## config.mk

```make
export PLATFORM = sky130hd
export DESIGN_NAME = pc_ras
export DESIGN_NICKNAME = d
export VERILOG_FILES = /design/src/rtl/pc_ras.sv
export SDC_FILE = /design/constraint.sdc
export NUM_CORES = 1
export LEC_CHECK = 0
export CAP_MARGIN = 20
export CORE_MARGIN = 4
export CORE_UTILIZATION = 35
export CTS_BUF_LIST = sky130_fd_sc_hd__clkbuf_8
export CTS_CLUSTER_DIAMETER = 50
export DETAILED_ROUTE_END_ITERATION = 12
export MAX_ROUTING_LAYER = met4
export SLEW_MARGIN = 20
export SYNTH_ARGS = -nofsm -noshare
export SYNTH_HDL_FRONTEND = slang
export SYNTH_SLANG_ARGS = --single-unit
```

## constraint.sdc

```tcl
create_clock -name clk -period 5.1 [get_ports clk]
set_clock_uncertainty 0.15 [all_clocks]
set_input_delay 1.02 -clock clk [delete_from_list [all_inputs] [get_ports clk]]
set_output_delay 1.02 -clock clk [all_outputs]
set_load 0.03 [all_outputs]
```

## src/rtl/pc_ras.sv

```systemverilog
// Program counter with an integrated circular return-address stack.
// One command executes per cycle by fixed priority; all outputs come straight from flops.
module pc_ras #(
  parameter int unsigned       ADDR_W    = 24,
  parameter logic [ADDR_W-1:0] RESET_VEC = '0,
  parameter int unsigned       STEP      = 1,
  parameter int unsigned       RAS_DEPTH = 8
) (
  input  logic              clk,
  input  logic              rst,
  input  logic              stall,
  input  logic              pc_inc,
  input  logic              write,
  input  logic [ADDR_W-1:0] wdata,
  input  logic              branch_rel,
  input  logic [ADDR_W-1:0] offset,
  input  logic              call,
  input  logic              ret,
  input  logic              clr_err,
  output logic [ADDR_W-1:0] pc_out,
  output logic              ras_empty,
  output logic              ras_full,
  output logic              ras_ovf,
  output logic              ras_unf
);

  localparam int unsigned PTR_W = $clog2(RAS_DEPTH);
  localparam int unsigned CNT_W = PTR_W + 1;

  localparam logic [CNT_W-1:0]  CntFull = CNT_W'(RAS_DEPTH);
  localparam logic [CNT_W-1:0]  CntZero = '0;
  localparam logic [ADDR_W-1:0] StepV   = ADDR_W'(STEP);

  // Declaration initialisers make the power-up state match the reset state in simulation.
  logic [ADDR_W-1:0] pc_q  = RESET_VEC;
  logic [CNT_W-1:0]  cnt_q = '0;
  logic [PTR_W-1:0]  top_q = '0;
  logic              ovf_q = 1'b0;
  logic              unf_q = 1'b0;

  logic [ADDR_W-1:0] pc_d;
  logic [CNT_W-1:0]  cnt_d;
  logic [PTR_W-1:0]  top_d;
  logic              ovf_d;
  logic              unf_d;

  // top_q is the slot the next push writes; the live top entry sits one below it.
  logic [ADDR_W-1:0] ras_mem [RAS_DEPTH];
  logic              push_en;
  logic [ADDR_W-1:0] pc_seq;
  logic [PTR_W-1:0]  top_m1;
  logic              is_empty;
  logic              is_full;

  assign pc_seq   = pc_q + StepV;
  assign top_m1   = top_q - PTR_W'(1);
  assign is_empty = (cnt_q == CntZero);
  assign is_full  = (cnt_q == CntFull);

  // Next-state selection by priority stall > ret > call > write > branch_rel > pc_inc.
  always_comb begin
    pc_d    = pc_q;
    cnt_d   = cnt_q;
    top_d   = top_q;
    push_en = 1'b0;
    // Clear first so a coincident error event below wins.
    ovf_d   = clr_err ? 1'b0 : ovf_q;
    unf_d   = clr_err ? 1'b0 : unf_q;
    if (!stall) begin
      if (ret) begin
        if (!is_empty) begin
          pc_d  = ras_mem[top_m1];
          top_d = top_m1;
          cnt_d = cnt_q - CNT_W'(1);
        end else begin
          pc_d  = pc_seq;
          unf_d = 1'b1;
        end
      end else if (call) begin
        push_en = 1'b1;
        pc_d    = wdata;
        top_d   = top_q + PTR_W'(1);
        // When full the push lands on the oldest slot and the count saturates.
        if (is_full) begin
          ovf_d = 1'b1;
        end else begin
          cnt_d = cnt_q + CNT_W'(1);
        end
      end else if (write) begin
        pc_d = wdata;
      end else if (branch_rel) begin
        pc_d = pc_q + offset;
      end else if (pc_inc) begin
        pc_d = pc_seq;
      end
    end
  end

  // Control state with synchronous active-high reset.
  always_ff @(posedge clk) begin
    if (rst) begin
      pc_q  <= RESET_VEC;
      cnt_q <= '0;
      top_q <= '0;
      ovf_q <= 1'b0;
      unf_q <= 1'b0;
    end else begin
      pc_q  <= pc_d;
      cnt_q <= cnt_d;
      top_q <= top_d;
      ovf_q <= ovf_d;
      unf_q <= unf_d;
    end
  end

  // Stack storage; contents are don't-care after reset, so no reset and no rst gating.
  always_ff @(posedge clk) begin
    if (push_en) begin
      ras_mem[top_q] <= pc_seq;
    end
  end

  assign pc_out    = pc_q;
  assign ras_empty = is_empty;
  assign ras_full  = is_full;
  assign ras_ovf   = ovf_q;
  assign ras_unf   = unf_q;

endmodule

```

==> impl_metrics.py <==
metrics = {
    "setup_path": {
        "buffers_and_inverters_on_the_worst_path": 3,
        "path_cells": "or4_1, buf_4, inv_2, clkdlybuf4s50_1",
        "max_stage_delay_ps": 750,
        "crit_cells": 4,
        "critical_path.reg2reg.startpoint": "pc_out[0]",
        "cp_slowest_cell": "clkdlybuf4s50_1",
        "critical_path_required_ps": 3930,
        "start_kind": "register",
        "timing.critical_path.to": "ras_empty",
        "reg2reg_to": "pc_out[16]",
        "type_of_the_setup_path_with_the_least_slack": "reg -> out",
        "cp_max_fo": 28,
        "timing.critical_path.from": "cnt_q[0]",
        "timing.critical_path.to_type": "output pin",
        "setup.reg_to_reg.worst_slack_ps": 1800,
        "arrival_time_worst_endpoint_ps": 2700,
        "cpLargestDelayFamily": "buffers and inverters",
        "worst-r2r-cell-count": 10,
    },
    "sta": {
        "report.final.slew_viol_count": 0,
        "max_clock_freq_ghz": 0.2582,
        "timing.setup.tns_ps": 0,
        "setup_violation_total_in_the_final_timing_report": 0,
        "layout_setup_ws_ps": 1226,
        "finalCritPeriodShare": 0.7595,
        "tightest_slew_ps": 952.9,
        "grt_setup_unrepaired": "no",
        "slew_headroom": 0.3602,
        "final-hold-violation-count": 0,
        "timing.final.crit_period_ps": 3874,
    },
    "power_and_ir_drop": {
        "combinationalPowerShare": 0.254,
        "power.density_cell_area_nw_per_um2": 375.0,
        "p_int_mw": 3.456,
        "power.share.sequential": 0.437,
        "switchingPower_mw": 1.515,
        "report.power.total_mw": 4.971,
        "p_clk_frac": 0.309,
        "leakage_nw": 4.603,
        "sw_frac_of_total": 0.3047,
        "max-vdd-ir-drop_mv": 0.1740,
    },
    "synth": {
        "number_of_flops_mapped_to_enable_cells_by_yosys": 192,
        "synth_register_bits": 225,
        "synth-main-ff-cell": "edfxtp_1",
        "synth_cells": 851,
        "yosys_warnings": 0,
        "synthArstFlopShare": 0,
        "synth.cell_area_um2": 11200,
        "synthesis.nets": 938,
        "synth_top_cell_by_area": "edfxtp_1",
        "post_synth.cell_area_avg_um2": 13.16,
        "post_synth_num_cell_types": 78,
        "share_of_synthesized_area_occupied_by_flip_flops_and_latches": 0.5737,
        "largest_cells_by_area_after_synthesis": "edfxtp_1 51%, mux4_2 8.4%, dfxtp_1 5.9%",
        "synth_top_cell_area_share": 0.5147,
    },
    "final_layout": {
        "finalNonFillerCells": 1378,
        "final_cell_area_um2": 13260,
        "final_layout_size_suffix_gt1_frac": 0.1455,
        "area.growth.synth_to_final_pct": 18.34,
        "finish.net_count": 1041,
        "antenna-diode-count": 0,
    },
    "clock_tree": {
        "clk_latency_ps": 520,
        "cts_setup_buffers": 0,
        "clock_tree.buffer_depth": 3,
        "ctsHtreeMaxLevel": 2,
        "clock-sinks": 225,
        "cts.reportedPaths.clkPinSlew_ps": 70,
        "post_cts_resize_count": 0,
        "ctsHoldBuffers": 0,
        "cts.root.buffer_cell": "clkbuf_8",
        "cts_made_buffers": 35,
        "cts_tree": "built",
    },
    "global_route": {
        "grt_first_pass_wirelength_um": 45640,
        "grt_antenna_before_repair": 0,
        "vias_in_the_first_global_route": 7856,
        "pin_count_of_the_biggest_net_entering_global_routing": 44,
        "grt.total_usage": 0.1696,
        "final_global_route_overflow_total": 0,
    },
    "floorplan": {
        "die_area_um2": 34930,
        "core_area_um2": 31560,
        "fp.dieW_um": 186.9,
        "rows": 65,
        "fp.dieH_um": 186.9,
        "initial_core_util": 0.3550,
        "io_pins": 85,
    },
    "placement": {
        "finalWeightedCongestion": 0.9323,
        "placement.cell_area_um2": 12560,
        "placement.setup.worst_slack_ps": 1005,
        "place.detailed.instances": 1319,
        "dp.final_hpwl_um": 20360,
        "portBuffers": 84,
    },
    "routing": {
        "route.vias.total": 7614,
        "detail_route.drc_violations": 0,
        "first_iter_violations": 562,
        "drt-vias-per-instance": 5.525,
        "detailedRoute.firstPassIterationCount": 5,
        "detail_route.wl_per_cell_um": 21.05,
        "antenna_violating_nets_post_route": 0,
        "detail_route.wirelength_um": 29010,
    },
    "job": {
        "drv_cap": 0,
    },
    "min_path": {
        "min_path_type": "reg -> reg",
    },
    "status": {
        "outcome": "finished clean",
    },
}
==> tightest hold or removal path, cell delays in order (launching register included) <==
cell and delay (ps):
dfxtp_1 330, a22oi_1 80, nor2_1 80
==> stage by stage <==
stage,hold slack (ps),utilization
after floorplan,334.9,-
after global placement,346.9,0.3980
after detailed placement,354.1,0.3980
after CTS,370.0,0.4201
after global routing,414.1,0.4201
final,365.0,0.4201
==> cell families (layout without fill, tap and decap cells) <==
logic type | Yosys count | after routing | share of synthesized area
buffers and inverters | 62 | 187 | 0.02502
XOR/XNOR | 42 | 42 | 0.03518
adder cells (fa/ha/maj) | 30 | 30 | 0.03485
flip-flops | 225 | 225 | 0.5737
multiplexers | 80 | 80 | 0.1278
AO/OA/AOI/OAI | 182 | 182 | 0.1068
AND/OR/NAND/NOR | 230 | 230 | 0.09673
==> state kept, by name (all words and copies together) (netlist names) <==
name     count
ras_unf      1
top_q        3
cnt_q        4
pc_out      24
ras_mem    192
ras_ovf      1
==> power groups by stage <==
| stage | Combinational [mW] | Sequential [mW] | Clock (mW) |
|---|---|---|---|
| after floorplan | 0.831 | 2.23 | 0 |
| after global placement | 1.25 | 2.21 | 0 |
| after detailed placement | 1.26 | 2.21 | 0 |
| after CTS | 1.27 | 2.17 | 1.57 |
| after global routing | 1.37 | 2.18 | 1.67 |
| final | 1.26 | 2.17 | 1.54 |
==> final cells by class <==
cell class	instances	area (um2)
multi-input cells	564	4529
fillers	2922	18300
flip-flops and latches	225	6430
clock inverters	24	216.5
inverters	20	75.07
repair buffers	108	1021
clock buffers	35	481.7
well taps	402	503.0
==> layout by cell type, fill, tap and decap left out, types with 11 or more instances in the layout <==
| cell type | count |
|---|---|
| nand4_1 | 11 |
| mux4_2 | 42 |
| clkbuf_8 | 35 |
| o211ai_1 | 12 |
| buf_4 | 24 |
| ha_1 | 27 |
| nor3_1 | 19 |
| nand2_1 | 70 |
| a21oi_1 | 47 |
| edfxtp_1 | 192 |
| a211oi_1 | 11 |
| clkdlybuf4s50_1 | 84 |
| xor2_1 | 15 |
| dfxtp_1 | 32 |
| xnor2_1 | 25 |
| o21ai_0 | 39 |
| inv_1 | 30 |
| nor2_1 | 70 |
| mux2i_1 | 29 |
| nand3_1 | 16 |
==> synthesized netlist by cell type (3+ instances only) <==
cell         n
a2111oi_0    5
a211oi_1    11
a21o_1       7
a21oi_1     48
a221oi_1     7
a22oi_1      4
a311oi_1     4
a31oi_1      6
and3_1       6
and4_1       3
buf_2       10
buf_4        4
clkbuf_1    23
dfxtp_1     33
edfxtp_1   192
ha_1        28
inv_1       18
mux2i_1     29
mux4_1       6
mux4_2      42
nand2_1     70
nand2b_1     5
nand3_1     16
nand4_1     11
nor2_1      77
nor3_1      21
o211ai_1    12
o21a_1       7
o21ai_0     39
o21ai_2      3
o221ai_1     5
o22ai_1      3
or3_1        3
or4_1        4
xnor2_1     25
xor2_1      15
==> per-layer routing <==
metal  track usage  vias to the layer above  wire length (um)
met4       0.05461                        0               886
met2        0.2732                      307             13620
met1        0.2251                     3718             12590
met3       0.02240                       56              1909
met5             -                        -                 0
li1              -                     3533                 -
==> worst min path at each step <==
stage / to / slack, ps / startpoint / cells after the start
4_1_cts: ras_unf / 370 / ras_unf / 2
3_3_place_gp: ras_ovf / 350 / ras_ovf / 2
5_1_grt: ras_ovf / 410 / ras_ovf / 2
3_5_place_dp: ras_unf / 350 / ras_unf / 2
6_report: ras_unf / 360 / ras_unf / 2
2_1_floorplan: cnt_q[3] / 330 / cnt_q[3] / 2
(Power assumes the default switching activity.)
==> edit: new RTL, config.mk and constraints unchanged <==
The parameter `RAS_DEPTH` goes from 8 to 4.
--- a/src/rtl/pc_ras.sv
+++ b/src/rtl/pc_ras.sv
@@ -4,7 +4,7 @@
   parameter int unsigned       ADDR_W    = 24,
   parameter logic [ADDR_W-1:0] RESET_VEC = '0,
   parameter int unsigned       STEP      = 1,
-  parameter int unsigned       RAS_DEPTH = 8
+  parameter int unsigned       RAS_DEPTH = 4
 ) (
   input  logic              clk,
   input  logic              rst,
Formal check against the unedited RTL: not equivalent (a bounded check fails within 10 cycles, from zero or initial values and one cycle with rst high).
==> edit against the original RTL <==
Sequential cell count decreased by 98. Hold slack gained 0.00083 ns. Cell area down 32%. Sequential power decreased by 44%. Power fell by 44%. Non-clock buffer count fell by 10. Synthesized cell count fell by 17%. Area after synthesis decreased by 34%. Worst setup slack improved by 0.43 ns. Wire length fell by 25%. Critical path type is now primary input to register. Largest cell class is now multi-input combinational cells. Largest power group unchanged. Highest routed layer unchanged.
==> edit: results (changes against the original RTL) <==
- PortBufs: 84 (unchanged)
- Synth top cells by count: edfxtp_1 (96), nor2_1 (63), nand2_1 (56), a21oi_1 (55), o21ai_0 (38)
- Worst-skew pair later-pin latency: 0.44 ns (-0.08 ns)
- Worst hold endpoint: ras_unf
- Post-synthesis sequential area ratio: 0.470 (-0.103)
- Layout filler cell count: 2017 (-31%)
- Total track usage: 0.186 (+0.0163)
- Vias in the first global route: 5922 (-25%)
- Reg2Reg Depth: 8 (-2)
- Worst slack at placement: 1.22 ns (+0.219 ns)
- Synth area leaders: edfxtp_1 (39%), dfxtp_1 (8.3%), mux4_2 (7.3%), ha_1 (4.7%), a21oi_1 (3.7%)
- Layout cell share with drive strength beyond 1: 0.106 (-0.0397)
- RR Startpoint: pc_out[0]
- Initial antenna violation count: 0 (unchanged)
- Post-synthesis cell type count: 67 (-14%)
- R2r endpoint: pc_out[22]
- Relative slew slack: 0.354 (-0.00648)
- Worst VDD drop: 0.126 mV (-28%)
- CTS Buffer Depth: 2 (-1)
- Met1 Usage GRT: 0.249 (+0.0236)
- Largest net degree at the start of global routing: 35 (-20%)
- GR met3 Demand/Resource: 0.0335 (+0.0111)
- Met2 Use GR: 0.283 (+0.00961)
- First-pass GRT wire length: 33600 µm (-26%)
- Critical-path top delay cell: o21ai_1
- Max reg flops: 96 (-50%)
- Mapped Nets: 795 (-15%)
- Crit Path Max Fanout: 6 (-79%)
- Pint: 0.00185 W (-46%)
- Worst Path Arrival: 3.61 ns (+0.91 ns)
- Hold crit path type: register to register
- CP max stage delay: 0.53 ns (-0.22 ns)
- Hpwl dp: 15400 µm (-24%)
- Outcome: completed
- Async SR Flop Fraction: 0 (unchanged)
- Iter 0 DRT Violations: 543 (-3.4%)
- Clk pin slew, worst setup/hold paths: 0.08 ns
- Yosys warnings: 0 (unchanged)
- Routability-driven placement congestion ratio: 0.932 (about the same)
- Leakage: 3.19 nW (-31%)
- Nets: 868 (-17%)
- Vias: 6144 (-19%)
- Post-CTS sizing: 0 (unchanged)
- WL final: 21700 µm (-25%)
- EDFF count, synth: 96 (-50%)
- H-tree depth: 4 (+2)
- ANT cells: 0 (unchanged)
- CTS Buf Count: 17 (-51%)
## edit: layer usage
layer  vias to the layer above  wire (µm)
met2                       279      10100
met5                         -          0
li1                       2862          -
met3                        47       1480
met1                      2956       9430
met4                         0        682
## edit: cell type report
type                            count  area (µm²)  share of cell area
Inverter                           26        97.6              0.0109
Sequential cell                   127        3500               0.392
Tap cell                          275         344              0.0384
Multi-Input combinational cell    511        3680               0.411
Timing Repair Buffer               98         946               0.106
Clock buffer                       17         234              0.0261
Clock inverter                     15         149              0.0166
## edit: power groups by stage
| stage | combinational (W) | clock [W] | sequential, W |
|---|---|---|---|
| floorplan | 0.000448 | 0 | 0.00125 |
| global placement | 0.000709 | 0 | 0.00124 |
| detailed placement | 0.000709 | 0 | 0.00124 |
| CTS | 0.000713 | 0.000866 | 0.00121 |
| global route | 0.000784 | 0.000920 | 0.00122 |
| finish | 0.000716 | 0.000848 | 0.00122 |
## edit: metrics by stage
step	cell area [µm²]	hold WS [ns]	util	instances	total power, W
floorplan	7450	0.357	-	708	0.00170
global placement	8570	0.352	0.409	1037	0.00195
detailed placement	8570	0.354	0.409	1037	0.00195
CTS	8950	0.375	0.427	1069	0.00279
global route	8950	0.426	0.427	1069	0.00292
finish	8950	0.366	0.427	1069	0.00278
## edit: cells by family after synthesis
family,Yosys count,share of synthesized area
buffers and inverters,70,0.0363
multiplexers,26,0.0753
AND/OR/NAND/NOR,215,0.139
flip-flops,127,0.470
adder cells (fa/ha/maj),30,0.0524
XOR/XNOR,38,0.0447
AO/OA/AOI/OAI,202,0.182
## edit: worst max-delay path by stage
| stage | from | to | slack [ns] | depth (start not counted) |
|---|---|---|---|---|
| 2_1_floorplan | ret | ras_mem[0][0] | 1.93 | 5 |
| 3_3_place_gp | offset[0] | pc_out[18] | 1.30 | 11 |
| 3_5_place_dp | offset[1] | pc_out[19] | 1.22 | 8 |
| 4_1_cts | offset[1] | pc_out[21] | 1.69 | 9 |
| 5_1_grt | pc_out[0] | pc_out[22] | 1.48 | 8 |
| 6_report | offset[1] | pc_out[21] | 1.65 | 9 |
## edit: critical path: cells and delay by family
kind,cells,cell delay [ns]
buffers and inverters,1,0.43
adder cells (fa/ha/maj),1,0.32
XOR/XNOR,1,0.20
AO/OA/AOI/OAI,6,1.63
